`src/rtl/cpu_pkg.sv`:
```
// Shared types for the unified instruction/data memory arbiter.
package cpu_pkg;

    typedef enum logic [1:0] {
        IDLE   = 2'd0,
        BUSY_I = 2'd1,
        BUSY_D = 2'd2
    } arb_state_t;

    localparam logic [1:0] GNT_NONE = 2'd0;
    localparam logic [1:0] GNT_I    = 2'd1;
    localparam logic [1:0] GNT_D    = 2'd2;

endpackage

```
`src/rtl/arb_select.sv`:
```
// Winner selection between fetch and data requests; data wins unless fetch has waited too long.
module arb_select
    import cpu_pkg::*;
(
    input  logic       i_if_req,
    input  logic       i_dm_req,
    input  logic       i_streak_max,
    output logic [1:0] o_gnt
);

    always_comb begin
        o_gnt = GNT_NONE;
        if (i_dm_req && !(i_if_req && i_streak_max)) begin
            o_gnt = GNT_D;
        end else if (i_if_req) begin
            o_gnt = GNT_I;
        end
    end

endmodule

```
`src/rtl/unified_mem_arbiter.sv`:
```
// Serialises fetch and data-stage accesses onto one variable-latency memory port,
// with a fetch starvation guard and redirect-driven fetch kill.
module unified_mem_arbiter
    import cpu_pkg::*;
#(
    parameter int DATA_WIDTH    = 32,
    parameter int ADDRESS_WIDTH = 32,
    parameter int MAX_STREAK    = 4
) (
    input  logic                      clk,
    input  logic                      rst,
    input  logic                      if_req,
    input  logic [ADDRESS_WIDTH-1:0]  if_addr,
    input  logic                      if_kill,
    output logic [DATA_WIDTH-1:0]     if_rdata,
    output logic                      if_valid,
    input  logic                      dm_req,
    input  logic                      dm_we,
    input  logic [ADDRESS_WIDTH-1:0]  dm_addr,
    input  logic [DATA_WIDTH-1:0]     dm_wdata,
    input  logic [DATA_WIDTH/8-1:0]   dm_be,
    output logic [DATA_WIDTH-1:0]     dm_rdata,
    output logic                      dm_valid,
    output logic                      stall_if,
    output logic                      stall_dm,
    output logic                      mem_req,
    output logic                      mem_we,
    output logic [ADDRESS_WIDTH-1:0]  mem_addr,
    output logic [DATA_WIDTH-1:0]     mem_wdata,
    output logic [DATA_WIDTH/8-1:0]   mem_be,
    input  logic [DATA_WIDTH-1:0]     mem_rdata,
    input  logic                      mem_ready
);

    localparam int STREAK_W = $clog2(MAX_STREAK + 1);
    localparam logic [STREAK_W-1:0] STREAK_MAX = STREAK_W'(MAX_STREAK);

    arb_state_t                r_state;
    logic [STREAK_W-1:0]       r_streak;
    logic                      r_kill;
    logic                      r_mem_req;
    logic                      r_mem_we;
    logic [ADDRESS_WIDTH-1:0]  r_mem_addr;
    logic [DATA_WIDTH-1:0]     r_mem_wdata;
    logic [DATA_WIDTH/8-1:0]   r_mem_be;
    logic [DATA_WIDTH-1:0]     r_if_rdata;
    logic                      r_if_valid;
    logic [DATA_WIDTH-1:0]     r_dm_rdata;
    logic                      r_dm_valid;

    logic [1:0]                w_gnt;
    logic                      w_streak_max;
    logic                      w_if_drop;

    function automatic logic [STREAK_W-1:0] sat_inc(input logic [STREAK_W-1:0] v);
        return (v == STREAK_MAX) ? v : v + STREAK_W'(1);
    endfunction

    assign w_streak_max = (r_streak == STREAK_MAX);
    // A redirect seen at any point of the fetch, including its final cycle, drops the result.
    assign w_if_drop    = r_kill | if_kill;

    arb_select u_arb_select (
        .i_if_req     (if_req),
        .i_dm_req     (dm_req),
        .i_streak_max (w_streak_max),
        .o_gnt        (w_gnt)
    );

    always_ff @(posedge clk) begin
        if (rst) begin
            r_state     <= IDLE;
            r_streak    <= '0;
            r_kill      <= 1'b0;
            r_mem_req   <= 1'b0;
            r_mem_we    <= 1'b0;
            r_mem_addr  <= '0;
            r_mem_wdata <= '0;
            r_mem_be    <= '0;
            r_if_rdata  <= '0;
            r_if_valid  <= 1'b0;
            r_dm_rdata  <= '0;
            r_dm_valid  <= 1'b0;
        end else begin
            r_if_valid <= 1'b0;
            r_dm_valid <= 1'b0;
            case (r_state)
                IDLE: begin
                    r_kill <= 1'b0;
                    if (w_gnt == GNT_D) begin
                        r_state     <= BUSY_D;
                        r_mem_req   <= 1'b1;
                        r_mem_we    <= dm_we;
                        r_mem_addr  <= dm_addr;
                        r_mem_wdata <= dm_wdata;
                        r_mem_be    <= dm_be;
                        r_streak    <= if_req ? sat_inc(r_streak) : '0;
                    end else if (w_gnt == GNT_I) begin
                        r_state     <= BUSY_I;
                        r_mem_req   <= 1'b1;
                        r_mem_we    <= 1'b0;
                        r_mem_addr  <= if_addr;
                        r_mem_wdata <= '0;
                        r_mem_be    <= '0;
                        r_streak    <= '0;
                    end
                end
                BUSY_I: begin
                    if (mem_ready) begin
                        r_state   <= IDLE;
                        r_mem_req <= 1'b0;
                        r_kill    <= 1'b0;
                        if (!w_if_drop) begin
                            r_if_rdata <= mem_rdata;
                            r_if_valid <= 1'b1;
                        end
                    end else if (if_kill) begin
                        r_kill <= 1'b1;
                    end
                end
                BUSY_D: begin
                    if (mem_ready) begin
                        r_state    <= IDLE;
                        r_mem_req  <= 1'b0;
                        r_dm_rdata <= mem_rdata;
                        r_dm_valid <= 1'b1;
                    end
                end
                default: begin
                    r_state   <= IDLE;
                    r_mem_req <= 1'b0;
                end
            endcase
        end
    end

    assign mem_req   = r_mem_req;
    assign mem_we    = r_mem_we;
    assign mem_addr  = r_mem_addr;
    assign mem_wdata = r_mem_wdata;
    assign mem_be    = r_mem_be;
    assign if_rdata  = r_if_rdata;
    assign if_valid  = r_if_valid;
    assign dm_rdata  = r_dm_rdata;
    assign dm_valid  = r_dm_valid;
    assign stall_if  = if_req & ~r_if_valid;
    assign stall_dm  = dm_req & ~r_dm_valid;

endmodule

```
`config.mk`:
```
export PLATFORM = sky130hd
export DESIGN_NAME = unified_mem_arbiter
export DESIGN_NICKNAME = d
export VERILOG_FILES = /design/src/rtl/cpu_pkg.sv /design/src/rtl/arb_select.sv /design/src/rtl/unified_mem_arbiter.sv
export SDC_FILE = /design/constraint.sdc
export NUM_CORES = 1
export LEC_CHECK = 0
export CORE_MARGIN = 2
export CORE_UTILIZATION = 40
export DETAILED_ROUTE_END_ITERATION = 10
export HOLD_SLACK_MARGIN = 0.05
export PLACE_DENSITY = 0.8
export SYNTH_ARGS = -nofsm -noshare
export SYNTH_HDL_FRONTEND = slang
export SYNTH_SLANG_ARGS = --single-unit
```
`constraint.sdc`:
```
create_clock -name clk -period 1.5 [get_ports clk]
set_input_delay 0.15 -clock clk [delete_from_list [all_inputs] [get_ports clk]]
set_output_delay 0.15 -clock clk [all_outputs]
set_load 0.005 [all_outputs]
```
# Yosys cells after proc, flatten, opt, wreduce, memory -nomap -nowiden
# Index checks and enable logic that the tools add are counted.
# op_classes
addsub	1
eq_ne	9
muxes	27
bitwise	9
n_reduce_logical	15
# ops
op	n
$mux W32	4
$mux W3	4
$mux W1	10
$ne A3 B3 Y1 const B	3
$mux W2	4
$mux W4	2
$reduce_and A2 Y1	4
$not A1 Y1	6
$reduce_and A3 Y1	2
$eq A2 B1 Y1 const B	2
$eq A2 B2 Y1 const B	2
$pmux W1 S2	2
$pmux W2 S2	1
$reduce_bool A2 Y1	2
$reduce_or A2 Y1	2
$add A3 B1 Y3 const B	1
$eq A3 B3 Y1 const B	1
$reduce_or A3 Y1	1
$and A1 B1 Y1	2
$logic_and A1 B1 Y1	2
$logic_not A2 Y1	1
$ne A2 B1 Y1 const B	1
$logic_not A1 Y1	1
$or A1 B1 Y1	1
# totals
ff_bits	142
inputBits	139
out_inout_bits	138
wordCells	73

# Logic depth before layout (Yosys ltp)
# Gate-level depths: netlist of the first run.
# depth
depth_word	9
mapped_depth	8

# Modules after synthesis
# Synthesis of the first run repeated with hierarchy kept, for this count alone.
# hier_totals
hier_cells	652
area_unflattened_um2	5565.3
# modules_own_cells
module	n_inst	cells_per_inst	area_each_um2	seq_area_each_um2
unified_mem_arbiter	1	649	5546.6	2842.7
arb_select	1	3	18.8	0.0

# Worst setup path after synthesis of the first run
# No wires, ideal clock.
# synth_path
kind	register to register
start	reg r_state[0]
end	reg r_mem_addr[10], in the netlist mem_addr[10]
setup_time_ps	91
t_arrival_ps	1280
required_ps	1409
path_slack_ps	129
path_stages_with_launch	8
cell_sequence	dfxtp_1 > inv_1 > ha_1 > buf_4 > o21a_4 > buf_6 > buf_2 > a311oi_1
# synth_between
elab_chain_len	2
# synth_rtl
element	line	text
from (decl)	unified_mem_arbiter.sv:38	arb_state_t r_state;
from (signal assigned)	unified_mem_arbiter.sv:72	r_state <= IDLE;
from (signal assigned)	unified_mem_arbiter.sv:91	r_state <= BUSY_D;
from (signal assigned)	unified_mem_arbiter.sv:99	r_state <= BUSY_I;
$logic_not A2 Y1	unified_mem_arbiter.sv:87	case (r_state)
$reduce_and A2 Y1 (no line)	-	
to (signal assigned)	unified_mem_arbiter.sv:94	r_mem_addr <= dm_addr;
to (signal assigned)	unified_mem_arbiter.sv:102	r_mem_addr <= if_addr;
to (decl)	unified_mem_arbiter.sv:43	logic [ADDRESS_WIDTH-1:0] r_mem_addr;
# No other way between the ends.
# A chain may end at the register's enable or synchronous reset.

# Final worst setup path of the first run
# layout_path
start	reg r_mem_addr[31], in the netlist mem_addr[31]
end	out mem_addr[31]
# layout_rtl
element	line	text
to (decl)	unified_mem_arbiter.sv:28	output logic [ADDRESS_WIDTH-1:0] mem_addr,
# No word-level cell between the ends.

==> results of run 1 <==
[routing by layer]
metal,share of wire [%],GRT usage [%]
met2,48,38.47
met1,40,28.50
met4,2.5,10.27
met5,0,0
met3,9.5,8.875
[cells by family (layout without fill, tap and decap cells)]
group / after synthesis / in the layout
and+or+nand+nor: 292 / 292
AOI/OAI and AO/OA: 180 / 180
DFF: 142 / 142
adders and majority gates: 5 / 5
buffers and inverters: 74 / 351
other: 0 / 1
[power groups by stage]
stage                     Sequential [mW]  Combinational, mW  Clock (mW)
final                                4.16               1.94        4.35
after global routing                 4.19               2.11        4.59
after CTS                            4.16               1.85        4.41
after detailed placement             4.24               1.84           0
after global placement               4.23               1.82           0
after floorplan                      4.25              0.705           0
[cell usage in the layout (no fill, tap or decap), drive strengths merged, types with 5 or more instances in the layout]
cell type and count:
a311oi 32, clkbuf 25, dfxtp 142, buf 38, nor2 37, o21ai 37, nand4 38, ha 5
clkdlybuf4s50 268, inv 6, a21oi 107, nand3 34, nand2 171
[stage by stage]
step | setup TNS (ns) | hold slack (ns) | instance area, um2
after CTS | -0.1199 | 0.09755 | 9264
after global routing | -0.009214 | 0.1181 | 9449
final | 0 | 0.1078 | 9449
after global placement | -5.461 | 0.4403 | 8653
after floorplan | 0 | 0.2860 | 5594
after detailed placement | -7.618 | 0.4453 | 8653
[Yosys cell counts (3+ instances only)]
library cell,instances,area (um2)
a21oi_1,107,535.5
dfxtp_1,142,2843
buf_1,4,15.01
nand2_1,171,641.9
clkbuf_1,28,105.1
buf_2,23,115.1
nor2_1,37,138.9
nand4_1,38,237.7
ha_1,5,62.56
nor2b_1,3,18.77
a311oi_1,32,280.3
nand3_1,33,165.2
buf_4,8,60.06
o21ai_0,36,180.2
inv_1,5,18.77
[path summary, 6_finish.rpt]
| check | endpoint | slack, ns | start | cells past startpoint |
|---|---|---|---|---|
| max | mem_addr[31] | 0.04 | mem_addr[31]$_SDFFE_PP0P_ | 1 |
| min | r_state[1]$_SDFFE_PP0P_ | 0.11 | dm_req | 3 |
| max reg2reg | if_rdata[30]$_SDFFE_PP0P_ | 0.07 | r_state[1]$_SDFFE_PP0P_ | 7 |
| min reg2reg | mem_wdata[21]$_SDFFE_PP0P_ | 0.45 | mem_wdata[21]$_SDFFE_PP0P_ | 2 |
[what timing repair did]
| action | CTS | global route |
|---|---|---|
| pin swaps | 0 | 5 |
| setup buffers | 0 | 3 |
| resized for setup | 4 | 22 |
| setup endpoints to repair | 50 | 110 |
| cloned | 0 | 3 |
[cell type report]
class	instances	area (um2)	area share (%)
flip-flops and latches	142	2845	30.11
clock buffers	23	478.0	5.058
inverters	5	21.27	0.2251
multi-input cells	477	2471	26.15
clock inverters	9	132.6	1.404
diodes	1	2.502	0.02648
repair buffers	314	3273	34.64
well taps	180	225.2	2.383
[registers in the layout, indices dropped and copies added, names as in the netlist]
name / flops
dm_rdata: 32
dm_valid: 1
if_rdata: 32
if_valid: 1
mem_addr: 32
mem_be: 4
mem_req: 1
mem_wdata: 32
mem_we: 1
r_kill: 1
r_state: 2
r_streak: 3
==> results.json, run 1 <==
{
  "status": "completed",
  "postLayoutSetupSlackWorst_ns": 0.04113,
  "dieArea_mm2": 0.01495,
  "p_total_mw": 10.45,
  "p_switching_mw": 2.546,
  "cts_root_buf": "clkbuf_16",
  "synth_fp_nets": 837,
  "period_needed_ns": 1.459,
  "synth_top_family_by_area": "simple AND/OR/NAND/NOR gates",
  "clock_path_buffers": 2,
  "rows": 43,
  "p_leak_nw": 3.396,
  "fin_cells": 1151,
  "power.density_mw_per_mm2": 1106,
  "p_seq_share_pct": 39.8,
  "grt_pass1_vias": 5451,
  "skew_ns": 0.007256,
  "dpl.hpwl_mm": 12.50,
  "drc": 0,
  "initial_core_util_pct": 40.62,
  "avgViaCountPerCell": 5.218,
  "drt_iter0_drc": 457,
  "power.share.switching_pct": 24.36,
  "cts_max_level": 4,
  "wl_per_cell_um": 16.40,
  "path_clk_slew_ns": 0.06,
  "startpoint_type": "flip-flop",
  "die_x_um": 122.3,
  "worstSkewPairLatency_ns": 0.42,
  "area_growth_pct": 68.91,
  "timing.fmax_ghz": 0.6855,
  "synth_cells": 693,
  "drive_gt1_share_pct": 8.866,
  "holdBufCountCts": 0,
  "finalWirelength_mm": 18.88,
  "arrival_ns": 1.31,
  "cpPeakStageDelay_ns": 0.55,
  "seq_area_frac_synth_pct": 50.82,
  "max_slew_margin_pct": 70.85,
  "die_h_um": 122.3,
  "fillCellCount": 1129,
  "place_congestion": 0.7946,
  "path_cells": "clkdlybuf4s50_1",
  "synth_edf_count": 0,
  "num_io_pins": 277,
  "groute.usage.overall_pct": 23.86,
  "cts_tree": "built",
  "antenna_found_initial": 1,
  "grt-ovfl-total": 0,
  "synth_compound_area_share_pct": 18.59,
  "path_delay_family": "buffers and inverters",
  "hold_path.class": "primary input to flip-flop",
  "critPathCaptureType": "output port",
  "syn_avg_cell_area_um2": 8.072,
  "timing.final.crit_share_pct": 97.26,
  "ys_ff_latch": 142,
  "crit_type": "flip-flop to output port",
  "vias": 6006,
  "internal_power_mw": 7.906,
  "grt_max_degree": 93,
  "maxCapViolCount": 0,
  "pre_cts_slack_ns": -0.1498,
  "drt-pass1-iter-count": 6,
  "setup_viol": 0,
  "ys_types": 31,
  "ys.flop_type": "dfxtp_1",
  "cts_buffers": 17,
  "p_clk_share_pct": 41.6,
  "power_frac_comb_pct": 18.6,
  "worst_slew_pin_slew_ns": 0.4373,
  "drv_slew": 0,
  "utilization_pct": 68.60,
  "syn_area_mm2": 0.005594,
  "synth-simple-area-share_pct": 23.01,
  "numPortBuffers": 276,
  "ys_warn_count": 0,
  "synth_xor_area_share_pct": 0,
  "coreArea_mm2": 0.01377,
  "ant_nets": 0,
  "synthAdderAreaFrac_pct": 1.118,
  "nets": 1101,
  "dp_cells": 1112,
  "hold_viol": 0,
  "grt_pass1_wl_mm": 28.07,
  "cts.sinks": 142,
  "cp_max_fo": 2,
  "crit_buf_inv": 1,
  "synth_mux_area_share_pct": 0,
  "crit_slowest_cell": "clkdlybuf4s50_1",
  "worstPathRequired_ns": 1.35,
  "irDropWorstVdd_uv": 720.7,
  "async_reset_ff_share_pct": 0
}
Power figures use the tool's default switching activity.
==> run 2: changes to the inputs <==
--- a/config.mk
+++ b/config.mk
@@ -6,10 +6,11 @@
 export NUM_CORES = 1
 export LEC_CHECK = 0
 export CORE_MARGIN = 2
-export CORE_UTILIZATION = 40
+export CORE_UTILIZATION = 36
 export DETAILED_ROUTE_END_ITERATION = 10
 export HOLD_SLACK_MARGIN = 0.05
-export PLACE_DENSITY = 0.8
+export PLACE_DENSITY = 0.76
 export SYNTH_ARGS = -nofsm -noshare
 export SYNTH_HDL_FRONTEND = slang
 export SYNTH_SLANG_ARGS = --single-unit
+export TNS_END_PERCENT = 20
==> constraint.sdc (replaced) <==
create_clock -name clk -period 1.18 [get_ports clk]
set_input_delay 0.118 -clock clk [delete_from_list [all_inputs] [get_ports clk]]
set_output_delay 0.118 -clock clk [all_outputs]
set_load 0.005 [all_outputs]
==> results.json, run 2 (synthesis results as in run 1) <==
{
  "timing.final.crit_share_pct": 118.6,
  "setup_viol": 140,
  "cts_buffers": 17,
  "layout_common_cells": "nand2_1 (161), clkdlybuf4s50_1 (135), dlygate4sd2_1 (130)",
  "cpPeakStageDelay_ns": 0.32,
  "worstReg2RegEnd": "mem_addr[11]$_SDFFE_PP0P_",
  "area_growth_pct": 74.03,
  "tns_ns": -17.36,
  "avgViaCountPerCell": 5.243,
  "initial_core_util_pct": 36.80,
  "grt_pass1_wl_mm": 28.25,
  "crit_type": "flip-flop to flip-flop",
  "max_slew_margin_pct": 74.39,
  "internal_power_mw": 9.536,
  "irDropWorstVdd_uv": 1160,
  "arrival_ns": 1.70,
  "maxCapViolCount": 0,
  "drt_iter0_drc": 378,
  "die_x_um": 128.7,
  "wl_per_cell_um": 17.10,
  "p_seq_share_pct": 40.9,
  "p_switching_mw": 3.424,
  "rows": 45,
  "finalWirelength_mm": 20.06,
  "cts_root_buf": "clkbuf_16",
  "grt_pass1_vias": 5597,
  "power_frac_comb_pct": 19.7,
  "cp_max_fo": 20,
  "rrSetupSlack_ns": -0.22,
  "hold_viol": 0,
  "fin_cells": 1173,
  "coreArea_mm2": 0.01520,
  "cts.sinks": 142,
  "vias": 6150,
  "r2r-start": "r_streak[1]$_SDFFE_PP0P_",
  "period_needed_ns": 1.400,
  "clock_path_buffers": 2,
  "dp_cells": 1126,
  "worstSkewPairLatency_ns": 0.41,
  "crit_slowest_cell": "dfxtp_2",
  "startpoint_type": "flip-flop",
  "grt_max_degree": 48,
  "status": "complete, but fails checks",
  "cts_max_level": 4,
  "hold_path.class": "primary input to flip-flop",
  "place_congestion": 0.8099,
  "numPortBuffers": 276,
  "worst_slew_pin_slew_ns": 0.3842,
  "rsz0062_at_grt": "yes",
  "hold_end": "mem_addr[15]$_SDFFE_PP0P_",
  "worstPathRequired_ns": 1.48,
  "drv_slew": 0,
  "antenna_found_initial": 0,
  "reg2reg_depth": 6,
  "timing.fmax_ghz": 0.7143,
  "postLayoutSetupSlackWorst_ns": -0.2200,
  "power.density_mw_per_mm2": 1331,
  "die_h_um": 128.7,
  "dieArea_mm2": 0.01655,
  "holdPathStages": 2,
  "pre_cts_slack_ns": -0.4236,
  "antenna_cells": 0,
  "groute.usage.overall_pct": 21.36,
  "cts_tree": "built",
  "drc": 0,
  "p_leak_nw": 4.078,
  "ant_nets": 0,
  "skew_ns": 0.01052,
  "grt-ovfl-total": 0,
  "drt-pass1-iter-count": 4,
  "power.share.switching_pct": 26.42,
  "drive_gt1_share_pct": 16.95,
  "final_common_cell": "nand2_1",
  "path_cells": "inv_2, ha_4, and3_4, buf_12, o21ai_0, a311oi_1",
  "path_clk_slew_ns": 0.06,
  "nets": 1116,
  "violations": "setup timing",
  "critPathCaptureType": "flip-flop",
  "num_io_pins": 277,
  "hp-start": "rst",
  "p_clk_share_pct": 39.4,
  "dpl.hpwl_mm": 12.59
}
==> run 2: changes by cell type in the layout (fill, tap and decap cells not counted), moves of 7 or more <==
cell / delta
clkdlybuf4s15_1: +7
clkdlybuf4s50_1: -133
dfxtp_2: +10
dlygate4sd2_1: +127
o21ai_1: +16
nor2_1: -11
dfxtp_1: -11
nor2_2: +8
a21oi_2: +25
a21oi_1: -25
clkbuf_16: +7
o21ai_0: -17
nand2_1: -10
==> run 2: cell type report <==
cell class	instances	area [um2]
Fill cell	1304	5466
Timing Repair Buffer	328	3357
Sequential cell	142	2861
Multi-Input combinational cell	478	2690
Clock buffer	19	452.9
Tap cell	188	235.2
Clock inverter	13	115.1
Inverter	5	23.77
==> run 2: through the flow <==
stage | area (um2) | util (%) | hold WS (ns) | power (mW)
CTS | 9221 | 60.66 | 0.06885 | 12.70
global placement | 8776 | 57.73 | 0.4402 | 7.757
finish | 9736 | 64.04 | 0.09676 | 12.96
global route | 9736 | 64.04 | 0.07911 | 13.52
detailed placement | 8776 | 57.73 | 0.4456 | 7.790
floorplan | 5667 | - | 0.2540 | 6.350
==> run 2: worst max-delay path by stage <==
stage,endpoint,from,cells after the start
floorplan,if_rdata[10]$_SDFFE_PP0P_,r_state[1]$_SDFFE_PP0P_,7
global placement,mem_addr[18]$_SDFFE_PP0P_,if_req,5
detailed placement,mem_addr[21]$_SDFFE_PP0P_,if_req,5
CTS,mem_addr[9]$_SDFFE_PP0P_,r_state[1]$_SDFFE_PP0P_,6
global route,mem_addr[6]$_SDFFE_PP0P_,r_streak[1]$_SDFFE_PP0P_,6
finish,mem_addr[11]$_SDFFE_PP0P_,r_streak[1]$_SDFFE_PP0P_,6
==> run 2: routing by layer <==
metal	track usage [%]	wire length, um
met5	0	0
met2	36.07	10010
met3	7.193	1321
met1	25.63	8276
met4	6.969	454
==> run 2: worst max-delay path, delay by kind of cell, from the launching register on <==
kind | cells | cell delay (ns)
AOI/OAI and AO/OA | 2 | 0.38
DFF | 1 | 0.32
buffers and inverters | 2 | 0.22
and+or+nand+nor | 1 | 0.22
adders and majority gates | 1 | 0.16
==> run 2: timing repair <==
item / CTS / global route
cloned: 0 / 11
hold endpoints to repair: 0 / 0
resized for setup: 172 / 81
setup endpoints to repair: 276 / 149
pin swaps: 32 / 41
setup buffers: 0 / 4
hold buffers: 0 / 0
==> run 2: power by group through the flow <==
stage | registers (mW) | clock network [mW] | logic [mW]
CTS | 5.28 | 5.20 | 2.22
floorplan | 5.40 | 0 | 0.946
finish | 5.30 | 5.11 | 2.55
detailed placement | 5.39 | 0 | 2.40
global route | 5.33 | 5.44 | 2.75
global placement | 5.37 | 0 | 2.39
